## src/rtl/div_unit.sv

```systemverilog
// div_unit: iterative radix-2 restoring divider for RV32M DIV/DIVU/REM/REMU.
// Ports:
//   clk          - clock
//   arst         - synchronous active-high reset
//   i_start      - request, accepted in IDLE or DONE
//   i_op         - 00 DIV, 01 DIVU, 10 REM, 11 REMU
//   i_rs1_data   - dividend
//   i_rs2_data   - divisor
//   i_rd_addr    - destination register index
//   o_busy       - high in CALC or FIX
//   o_done       - one-cycle completion pulse
//   o_write_en   - o_done qualified by rd != 0
//   o_rd_addr    - latched destination index
//   o_write_data - result, held until the next completion
// Build option: define DIV_EARLY_OUT_EN to finish in one cycle when the
// divisor magnitude exceeds the dividend magnitude.
module div_unit #(
    parameter int DATA_WIDTH = 32,
    parameter int ADDR_WIDTH = 5
) (
    input  logic                  clk,
    input  logic                  arst,
    input  logic                  i_start,
    input  logic [1:0]            i_op,
    input  logic [DATA_WIDTH-1:0] i_rs1_data,
    input  logic [DATA_WIDTH-1:0] i_rs2_data,
    input  logic [ADDR_WIDTH-1:0] i_rd_addr,
    output logic                  o_busy,
    output logic                  o_done,
    output logic                  o_write_en,
    output logic [ADDR_WIDTH-1:0] o_rd_addr,
    output logic [DATA_WIDTH-1:0] o_write_data
);
    localparam int CW = $clog2(DATA_WIDTH + 1);
    localparam logic [DATA_WIDTH-1:0] MIN_NEG = {1'b1, {(DATA_WIDTH-1){1'b0}}};

    typedef enum logic [1:0] {IDLE, CALC, FIX, DONE} state_t;

    state_t                state_q, state_d;
    logic [1:0]            op_q, op_d;
    logic [ADDR_WIDTH-1:0] rd_q, rd_d;
    logic [DATA_WIDTH-1:0] rem_q, rem_d, quo_q, quo_d, dvs_q, dvs_d, res_q, res_d;
    logic [CW-1:0]         cnt_q, cnt_d;
    logic                  qsgn_q, qsgn_d, rsgn_q, rsgn_d;

    logic                  signed_op, s1, s2, div0, ovf, early, nb;
    logic [DATA_WIDTH-1:0] mag1, mag2;
    logic [DATA_WIDTH:0]   sh, diff;

    always_comb begin
        state_d   = state_q;
        op_d      = op_q;
        rd_d      = rd_q;
        rem_d     = rem_q;
        quo_d     = quo_q;
        dvs_d     = dvs_q;
        res_d     = res_q;
        cnt_d     = cnt_q;
        qsgn_d    = qsgn_q;
        rsgn_d    = rsgn_q;
        signed_op = ~i_op[0];
        s1        = signed_op & i_rs1_data[DATA_WIDTH-1];
        s2        = signed_op & i_rs2_data[DATA_WIDTH-1];
        // abs of the most negative value wraps back to itself, which is
        // exactly its magnitude when read as unsigned
        mag1      = s1 ? -i_rs1_data : i_rs1_data;
        mag2      = s2 ? -i_rs2_data : i_rs2_data;
        div0      = i_rs2_data == '0;
        ovf       = signed_op && i_rs1_data == MIN_NEG && i_rs2_data == '1;
`ifdef DIV_EARLY_OUT_EN
        early     = !div0 && mag2 > mag1;
`else
        early     = 1'b0;
`endif
        // partial remainder needs one extra bit: divisors above 2^(W-1)
        // can see a shifted remainder that overflows W bits
        sh        = {rem_q, quo_q[DATA_WIDTH-1]};
        diff      = sh - {1'b0, dvs_q};
        nb        = ~diff[DATA_WIDTH];
        case (state_q)
            CALC: begin
                rem_d = nb ? diff[DATA_WIDTH-1:0] : sh[DATA_WIDTH-1:0];
                quo_d = {quo_q[DATA_WIDTH-2:0], nb};
                cnt_d = cnt_q - 1'b1;
                if (cnt_q == CW'(1))
                    state_d = FIX;
            end
            FIX: begin
                res_d   = op_q[1] ? (rsgn_q ? -rem_q : rem_q) : (qsgn_q ? -quo_q : quo_q);
                state_d = DONE;
            end
            default: begin
                state_d = IDLE;
                if (i_start) begin
                    op_d   = i_op;
                    rd_d   = i_rd_addr;
                    qsgn_d = s1 ^ s2;
                    rsgn_d = s1;
                    if (div0 || ovf || early) begin
                        res_d   = i_op[1] ? (ovf ? '0 : i_rs1_data)
                                          : (div0 ? '1 : (ovf ? MIN_NEG : '0));
                        state_d = DONE;
                    end else begin
                        rem_d   = '0;
                        quo_d   = mag1;
                        dvs_d   = mag2;
                        cnt_d   = CW'(DATA_WIDTH);
                        state_d = CALC;
                    end
                end
            end
        endcase
    end

    always_ff @(posedge clk) begin
        if (arst) begin
            state_q <= IDLE;
            op_q    <= '0;
            rd_q    <= '0;
            rem_q   <= '0;
            quo_q   <= '0;
            dvs_q   <= '0;
            res_q   <= '0;
            cnt_q   <= '0;
            qsgn_q  <= 1'b0;
            rsgn_q  <= 1'b0;
        end else begin
            state_q <= state_d;
            op_q    <= op_d;
            rd_q    <= rd_d;
            rem_q   <= rem_d;
            quo_q   <= quo_d;
            dvs_q   <= dvs_d;
            res_q   <= res_d;
            cnt_q   <= cnt_d;
            qsgn_q  <= qsgn_d;
            rsgn_q  <= rsgn_d;
        end
    end

    assign o_busy       = state_q == CALC || state_q == FIX;
    assign o_done       = state_q == DONE;
    assign o_write_en   = o_done && rd_q != '0;
    assign o_rd_addr    = rd_q;
    assign o_write_data = res_q;
endmodule

```

## config.mk

```make
export PLATFORM = sky130hd
export DESIGN_NAME = div_unit
export DESIGN_NICKNAME = d
export VERILOG_FILES = /design/src/rtl/div_unit.sv
export SDC_FILE = /design/constraint.sdc
export NUM_CORES = 1
export LEC_CHECK = 0
export BUFFER_PORTS_ARGS = -buffer_cell sky130_fd_sc_hd__buf_4
export CELL_PAD_IN_SITES_DETAIL_PLACEMENT = 1
export CELL_PAD_IN_SITES_GLOBAL_PLACEMENT = 2
export CORE_UTILIZATION = 38
export DETAILED_ROUTE_END_ITERATION = 12
export PLACE_DENSITY = 0.95
export SYNTH_ARGS = -nofsm -noshare
export SYNTH_HDL_FRONTEND = slang
export SYNTH_SLANG_ARGS = --single-unit
```

## constraint.sdc

```tcl
create_clock -name clk -period 7.3 [get_ports clk]
set_input_delay 0.73 -clock clk [delete_from_list [all_inputs] [get_ports clk]]
set_output_delay 0.73 -clock clk [all_outputs]
set_load 0.005 [all_outputs]
```

==> out/metrics.cfg <==
[critical_path]
crit_path_end_kind=flip-flop
critical_path_class=in -> reg
arrival_ps=4320
critPathRequiredTime_ps=7670
start_kind=primary input
crit_fanout=26

[logic_synthesis]
synth-async-reset-ratio_pct=0
ys_seq_elements=144
synth_area_um2=10900
syn_inst=1464
synth_edf_count=0
synthDistinctLibCells=69
ys_seq_area_share_pct=26.5
syn_nets=1581
ys_warn_count=0
synthFlopType=dfxtp_1
synth.avg_cell_area_um2=7.42

[pwr]
leakagePower_nw=4.92
vdd_drop_max_mv=0.195
power_w=0.00370
p_per_area_nw_per_um2=294

[finish]
drive_above_1_share_pct=12.7
final_nets=1631
syn_to_final_growth_pct=15.8
n_antenna_cell=0
fill_cells=3556

[floorplan]
rows=61
core_um2=27900
die_h_um=171
die-area_um2=29300
start_util_pct=38.9
die_x_um=171
io_pins=114

[sta]
rsz0062_at_grt=no
final_max_slew_viol_count=0
finClkSkew_ps=11.0
worst_pin_slew_ps=1190
setup_viol=0
relSlewSlack_pct=20.0
fin_tns_setup_ps=0
finalCritPeriodShare_pct=54.2
max_freq_ghz=0.253
finalCriticalPeriod_ps=3960
finalWorstSetupSlack_ps=3340
hold_viol_final=0

[route]
ant_nets=0
totalWireLength_um=36500
vias_per_cell=5.81
drt_iter0_markers=827
wire_per_inst_um=19.2
first_pass_iters=5
drc=0
num_vias=11100

[flow_run]
maxCapViolations=0

[placed_design]
place_ws_ps=2990
gp_congestion=0.863
dpl.hpwl_um=27200
io_buffer_count=113

[global_routing]
grt_max_degree=69
grt_pass1_wl_um=58800
track_usage_pct=25.5
grt_pass1_vias=11000
grt_overflow=0
antenna_found_initial=0

[clocking]
cts.sink_count=144
path_clk_slew_ps=60
cts_root_buf=clkbuf_16
post_cts_buffers=0
cts_buffers=17
cts_tree=built
clk_path_buf_depth=2
cts.htree.levels=4
clock_latency_ps=440
cts_hold_buf=0
ctsResizeCount=0

[run_status]
status=complete, no violations

[hold_path]
hold_class=reg -> reg

## sequential cells by signal (all words and copies together) (netlist names)
signal / flops
dvs_q: 32
state_q: 2
rem_q: 32
cnt_q: 6
o_rd_addr: 5
quo_q: 32
o_write_data: 32
rsgn_q: 1
qsgn_q: 1
op_q: 1
## layer usage
| layer | vias up | wire length, µm | GRT usage (%) |
|---|---|---|---|
| met4 | 0 | 636 | 7.41 |
| met2 | 306 | 17400 | 43.5 |
| met1 | 5363 | 16800 | 33.5 |
| met3 | 46 | 1710 | 2.94 |
| met5 | - | 0 | 0 |
| li1 | 5362 | - | - |
## layout make-up
class	instances	area [µm²]	share of cell area [%]
Clock inverter	11	160	1.27
Sequential cell	144	2880	22.9
Tap cell	378	473	3.76
Clock buffer	21	470	3.74
Inverter	56	210	1.67
Multi-Input combinational cell	1166	7400	58.9
Timing Repair Buffer	129	968	7.70
## stage by stage
step,cell area [µm²],std cells,hold slack [ps],util (%)
detailed placement,11900,1873,457,42.7
CTS,12600,1905,468,45.0
global route,12600,1905,478,45.0
floorplan,10900,1464,448,-
global placement,11900,1873,456,42.7
finish,12600,1905,462,45.0
## kinds of logic (layout without fill, tap and decap cells)
kind of cell / after synthesis / in the layout / share of synthesized area [%]
simple gates: 500 / 500 / 21.5
mux: 31 / 31 / 2.87
xor+xnor: 150 / 150 / 12.1
buf+inv: 154 / 217 / 5.50
compound gates: 442 / 442 / 26.5
flops: 144 / 144 / 26.5
fa+ha+maj: 43 / 43 / 5.02
## worst max-delay path, cell delays in order
cell and delay [ps]:
buf_4 130, or4_1 580, nor4_1 540, nand4_1 470, o31ai_4 260, nand2_1 160, a21o_1 500, buf_4 380
a2111oi_0 380, a21oi_1 70, nor2_1 100
## cells in the final DEF (no fill, tap or decap), types with 14 or more instances in the layout
cell / count
buf_4: 129
a222oi_1: 15
a21oi_1: 140
mux2i_1: 30
dfxtp_1: 144
clkbuf_16: 17
or3_1: 19
nand4_1: 16
a21o_1: 14
ha_1: 42
inv_1: 55
nor2_1: 143
a211oi_1: 60
nand2b_1: 14
xnor2_1: 65
nor4_1: 16
nor3_1: 29
o21ai_0: 100
nand3_1: 21
nand2_1: 174
xor2_1: 85
o31ai_1: 20
## path summary, 6_finish.rpt
check                                     start                       endpoint  slack (ps)  cells past startpoint
setup reg to reg         quo_q[31]$_SDFFE_PP0P_          rem_q[9]$_SDFFE_PP0P_        3440                     12
setup / recovery                 i_rs2_data[20]  o_write_data[18]$_SDFFE_PP0P_        3340                     11
hold reg to reg   o_write_data[30]$_SDFFE_PP0P_  o_write_data[30]$_SDFFE_PP0P_         460                      2
hold / removal    o_write_data[30]$_SDFFE_PP0P_  o_write_data[30]$_SDFFE_PP0P_         460                      2
## cell usage after synthesis, drive strengths merged, types with 11 or more instances
library cell,instances,area (µm²)
a211oi,60,450
xor2,85,744
nand2,174,653
or2,12,77.6
a222oi,15,150
o21ai,103,515
nor2,146,548
nand2b,14,87.6
o31ai,22,193
buf,13,63.8
nand3,21,105
nand4,16,100
ha,42,526
dfxtp,144,2880
mux2i,30,300
a31oi,11,68.8
or4,15,120
or3,22,153
nor4,17,113
a21oi,140,701
nor3,30,150
inv,55,206
clkbuf,85,323
a21o,14,105
o41ai,14,149
xnor2,65,569
## where the power goes
part | internal [W] | switching (W)
logic | 0.000626 | 0.00101
clock network | 0.000596 | 0.000361
registers | 0.000941 | 0.000158
Note: power is estimated with default switching activity, not from simulation.
